<file path="config.mk">
export PLATFORM = sky130hd
export DESIGN_NAME = vc_link_scheduler
export DESIGN_NICKNAME = d
export VERILOG_FILES = /design/src/rtl/noc_params.sv /design/src/rtl/round_robin_arbiter.sv /design/src/rtl/vc_link_scheduler.sv
export SDC_FILE = /design/constraint.sdc
export NUM_CORES = 1
export LEC_CHECK = 0
export ABC_AREA = 1
export CAP_MARGIN = 5
export CORE_MARGIN = 1.5
export CORE_UTILIZATION = 37
export DETAILED_ROUTE_END_ITERATION = 10
export PLACE_DENSITY_LB_ADDON = 0.3
export REMOVE_ABC_BUFFERS = 1
export SKIP_LAST_GASP = 1
export SLEW_MARGIN = 20
export SYNTH_ARGS = -nofsm -noshare
export SYNTH_HDL_FRONTEND = slang
export SYNTH_HIERARCHICAL = 1
export SYNTH_SLANG_ARGS = --single-unit
</file>
<file path="constraint.sdc">
create_clock -name clk -period 1.5 [get_ports clk]
set_input_delay 0.3 -clock clk [delete_from_list [all_inputs] [get_ports clk]]
set_output_delay 0.3 -clock clk [all_outputs]
set_load 0.01 [all_outputs]
</file>
<file path="src/rtl/noc_params.sv">
// Shared NoC parameters and flit types used by the link scheduler and its arbiter.
package noc_params;

    localparam int VC_NUM      = 2;
    localparam int FLIT_DATA_W = 16;

    typedef enum logic [1:0] {
        HEAD     = 2'd0,
        BODY     = 2'd1,
        TAIL     = 2'd2,
        HEADTAIL = 2'd3
    } flit_label_t;

    typedef struct packed {
        flit_label_t              label;
        logic [FLIT_DATA_W-1:0]   data;
    } flit_t;

    function automatic logic is_packet_start(input flit_label_t label);
        return (label == HEAD) || (label == HEADTAIL);
    endfunction

endpackage

</file>
<file path="src/rtl/round_robin_arbiter.sv">
// Combinational round-robin search: first requester after ptr_i (wrapping) wins.
module round_robin_arbiter #(
    parameter  int N     = 2,
    localparam int IDX_W = (N > 1) ? $clog2(N) : 1
) (
    input  logic [N-1:0]     req_i,
    input  logic [IDX_W-1:0] ptr_i,
    output logic [N-1:0]     gnt_o,
    output logic             gnt_valid_o
);

    int unsigned idx;

    always_comb begin
        gnt_o       = '0;
        gnt_valid_o = 1'b0;
        idx         = 0;
        for (int i = 1; i <= N; i++) begin
            idx = (int'(ptr_i) + i) % N;
            if (!gnt_valid_o && req_i[IDX_W'(idx)]) begin
                gnt_o[IDX_W'(idx)] = 1'b1;
                gnt_valid_o        = 1'b1;
            end
        end
    end

endmodule

</file>
<file path="src/rtl/vc_link_scheduler.sv">
// Schedules head-of-queue flits from VC_NUM virtual-channel buffers onto one registered link.
// Optional whole-packet link locking is built when PACKET_LOCK_EN is defined.
//
// state  | meaning
// IDLE   | per-flit round-robin; only HEAD/HEADTAIL flits may start a transfer
// LOCKED | link owned by lock_vc until its TAIL flit is popped
module vc_link_scheduler
    import noc_params::*;
#(
    parameter  int VC_NUM = noc_params::VC_NUM,
    localparam int IDX_W  = (VC_NUM > 1) ? $clog2(VC_NUM) : 1
) (
    input  logic              clk,
    input  logic              rst,
    input  flit_t             flit_i [VC_NUM],
    input  logic [VC_NUM-1:0] is_empty_i,
    input  logic [VC_NUM-1:0] on_off_i,
    output logic [VC_NUM-1:0] read_o,
    output flit_t             flit_o,
    output logic              valid_flit_o,
    output logic [IDX_W-1:0]  grant_vc_o
);

    logic [VC_NUM-1:0] req;
    logic [VC_NUM-1:0] gnt;
    logic              gnt_valid_raw;
    logic              gnt_valid;
    logic [IDX_W-1:0]  sel_idx;
    flit_t             popped;

    logic [IDX_W-1:0]  rr_ptr_q, rr_ptr_d;
    flit_t             flit_q, flit_d;
    logic              valid_q, valid_d;
    logic [IDX_W-1:0]  grant_q, grant_d;

`ifdef PACKET_LOCK_EN
    localparam logic [0:0] ST_IDLE   = 1'b0;
    localparam logic [0:0] ST_LOCKED = 1'b1;

    logic [0:0]       state_q, state_d;
    logic [IDX_W-1:0] lock_vc_q, lock_vc_d;
`endif

    always_comb begin
        req = '0;
        for (int v = 0; v < VC_NUM; v++) begin
            req[v] = ~is_empty_i[v] & on_off_i[v];
`ifdef PACKET_LOCK_EN
            // While locked, masking requests down to lock_vc makes the pointer irrelevant.
            if (state_q == ST_IDLE) begin
                req[v] = req[v] & is_packet_start(flit_i[v].label);
            end else begin
                req[v] = req[v] & (IDX_W'(v) == lock_vc_q);
            end
`endif
        end
    end

    round_robin_arbiter #(
        .N (VC_NUM)
    ) u_rr_arb (
        .req_i       (req),
        .ptr_i       (rr_ptr_q),
        .gnt_o       (gnt),
        .gnt_valid_o (gnt_valid_raw)
    );

    // Buffers must not be popped while reset is held.
    assign gnt_valid = gnt_valid_raw & rst;
    assign read_o    = rst ? gnt : '0;

    always_comb begin
        sel_idx = '0;
        for (int v = 0; v < VC_NUM; v++) begin
            if (gnt[v]) begin
                sel_idx = IDX_W'(v);
            end
        end
    end

    assign popped = flit_i[sel_idx];

    always_comb begin
        rr_ptr_d = rr_ptr_q;
        flit_d   = flit_q;
        grant_d  = grant_q;
        valid_d  = gnt_valid;
        if (gnt_valid) begin
            flit_d  = popped;
            grant_d = sel_idx;
        end
`ifdef PACKET_LOCK_EN
        state_d   = state_q;
        lock_vc_d = lock_vc_q;
        case (state_q)
            ST_IDLE: begin
                if (gnt_valid) begin
                    if (popped.label == HEAD) begin
                        state_d   = ST_LOCKED;
                        lock_vc_d = sel_idx;
                    end else begin
                        rr_ptr_d = sel_idx;
                    end
                end
            end
            ST_LOCKED: begin
                if (gnt_valid && (popped.label == TAIL)) begin
                    state_d  = ST_IDLE;
                    rr_ptr_d = lock_vc_q;
                end
            end
            default: state_d = ST_IDLE;
        endcase
`else
        if (gnt_valid) begin
            rr_ptr_d = sel_idx;
        end
`endif
    end

    always_ff @(posedge clk or negedge rst) begin
        if (!rst) begin
            rr_ptr_q <= IDX_W'(VC_NUM - 1);
            flit_q   <= '0;
            valid_q  <= 1'b0;
            grant_q  <= '0;
        end else begin
            rr_ptr_q <= rr_ptr_d;
            flit_q   <= flit_d;
            valid_q  <= valid_d;
            grant_q  <= grant_d;
        end
    end

`ifdef PACKET_LOCK_EN
    always_ff @(posedge clk or negedge rst) begin
        if (!rst) begin
            state_q   <= ST_IDLE;
            lock_vc_q <= '0;
        end else begin
            state_q   <= state_d;
            lock_vc_q <= lock_vc_d;
        end
    end
`endif

    assign flit_o       = flit_q;
    assign valid_flit_o = valid_q;
    assign grant_vc_o   = grant_q;

endmodule

</file>
==> metrics.txt <==
status finished, violations left; failing checks setup timing; number of nets with antenna violations after routing 0; Core Rows 19; setup_tns -0.00487 ns; list of most frequent post-synthesis cells nand2_1, dfrtp_1, inv_1, buf_2; die boundary height between 50 and 60 um; detailed router's first-iteration violation count 22; via/cell ratio 4.53; total power divided by cell area 821 mW/mm^2; class of the most critical hold timing path in2async; CTS tree done; sequential cell area fraction in the yosys report 49.8%; diodes inserted 0; Initial DRT Pass Iterations 4; maximum VDD drop 0.472 mV; FF-to-FF Start rr_ptr_q$_DFFE_PN1P_; type of the setup path with the least slack reg2out; achievable frequency 665 MHz; setup slack on the worst flop-to-flop path between 0.2 and 0.25 ns; overall overflow remaining after global route 0; total clock sinks 21; cell at the root of the clock tree clkbuf_4; Clock Tree Buf Depth 2; clk slew on worst S/H paths approximately 0.11 ns; leak pwr 1.04 nW; number of vias after detailed routing 1,155; Die Wd 56.5 um; gate count after technology mapping 158; global-route wire length before repair 4600 um; largest cells by area after synthesis dfrtp_1, nand2_1, dfstp_2, buf_2, inv_1; post-synth top area share 47.3%; hold buffer count at cts 0; EDFF count, synth 0; cell with the most instances after synthesis nand2_1; required time of the worst setup path 1.20 ns; distinct cell type count of the synthesized netlist 10; largest fanout of any net on the critical path 3; final weighted congestion in routability-driven placement 0.744; cell count after placement 251; share of flip-flops with an asynchronous set or reset after synthesis 100%; largest net degree at the start of global routing 23; leading area contributor after synthesis dfrtp_1; Hold Fails Final Rpt 0; maximum capacitance violations 0; clk_lat worst skew 0.29 ns; port buffer count 63; total count of max-transition violations in the final report 0; post-synthesis sequential element count 21; io pins 64; reg2reg end flit_o[12]$_DFFE_PN0P_; Startpoint Class register; final setup margin -0.00487 ns; slew at the pin closest to its max-slew limit 0.270 ns; post-route insts no fill 255; Setup-failing EPs final 1; number of warning messages in the yosys log 6; per-cell routed wire length 11.0 um; core region area about 0.0027 mm^2; initial cell density of the core 38.7%; initial antenna violation count 0; CP endpoint kind primary output; fraction of layout instances using a drive strength above 1 8.04%; unrepaired setup endpoints after global routing true; arrival time of data at the critical path endpoint 1.20 ns; crit path time final about 1.5 ns; drt drc 0; Syn Std Cell Area 0.00106 mm^2; post-DP HPWL 2060 um; worst clock skew about 0.0044 ns; number of nets at the end of the flow 267; # Post-CTS Setup Buffers 0; Post-Route Hold Slack about 0.40 ns; # H-tree levels 1; area added between synthesis and finish 67.3%; total wire length between 2000 and 3000 um; Die Outline Area 0.00319 mm^2; r2r worst-path depth 7; final critical-path share of the clock period 100%; average size of a mapped cell 6.70 um^2; max_slew headroom about four fifths; number of global-route vias before repair 1,099; main flop type after synthesis dfrtp_1; Inserted Clock Buffers 3; global router's overall resource usage 18.1%
[timing repair]
action / 4_1_cts / 5_1_grt
gates resized for setup: 36 / 5
pin swaps: 3 / 1
endpoints found under the setup margin: 37 / 8
cloned: 0 / 0
[cells by family after synthesis]
logic type      after synthesis  synth area share (%)
compound gates                1                 0.472
buf+inv                      14                  6.26
flops                        21                  49.8
simple gates                122                  43.5
[layout make-up]
| class | instances | area, um^2 |
|---|---|---|
| flip-flops and latches | 21 | 527 |
| multi-input cells | 123 | 487 |
| well taps | 31 | 38.8 |
| fillers | 247 | 963 |
| inverters | 7 | 28.8 |
| clock buffers | 4 | 26.3 |
| repair buffers | 69 | 663 |
[state kept, by name (all words and copies together) (netlist names)]
signal and flops:
rr_ptr_q 1, valid_flit_o 1, grant_vc_o 1, flit_o 18
[per-stage QoR]
stage / utilization, % / total power [mW] / area [um^2] / worst slack (ns)
2_1_floorplan: - / 0.900 / 1020 / -0.430
3_3_place_gp: 64.0 / 1.25 / 1750 / -0.484
3_5_place_dp: 64.0 / 1.26 / 1750 / -0.570
4_1_cts: 64.4 / 1.48 / 1760 / -0.0282
5_1_grt: 64.8 / 1.56 / 1770 / -0.0711
6_report: 64.8 / 1.45 / 1770 / -0.00487
[placed cells by master, fill, tap and decap left out]
cell type        instances
nand2_1                119
clkdlybuf4s50_1         37
dlygate4sd2_1           21
dfrtp_1                 20
inv_1                    4
buf_4                    4
clkbuf_4                 3
dlymetal6s2s_1           3
inv_2                    2
buf_2                    2
nor2_2                   1
nor2_4                   1
inv_4                    1
clkbuf_1                 1
buf_12                   1
buf_6                    1
dfstp_2                  1
or2_1                    1
a21oi_4                  1
[worst max-delay path, cell delays in order (launching register included)]
cell     delay, ns
dfstp_2       0.58
nand2_1       0.06
nand2_1       0.05
nand2_1       0.05
inv_1         0.05
buf_2         0.12
[per-layer routing]
layer	track usage, %	wire, um	up-vias
met1	21.5	1190	514
met3	5.30	241	0
met5	0	0	-
li1	-	-	598
met2	31.2	1370	43
met4	5.44	0	0
[power by group]
group / switching, mW / internal [mW]
Combinational: 0.226 / 0.258
Sequential: 0.0477 / 0.658
Clock: 0.161 / 0.103
[worst max-delay path by stage]
stage / start / end / slack, ns
final: rr_ptr_q$_DFFE_PN1P_ / read_o[0] / -0.005
after CTS: rr_ptr_q$_DFFE_PN1P_ / read_o[0] / -0.03
after global routing: rr_ptr_q$_DFFE_PN1P_ / read_o[0] / -0.07
after global placement: is_empty_i[0] / read_o[1] / -0.48
after floorplan: on_off_i[1] / flit_o[0]$_DFFE_PN0P_ / -0.43
after detailed placement: on_off_i[0] / read_o[0] / -0.57
No activity file was read; power rests on OpenSTA's default activity.
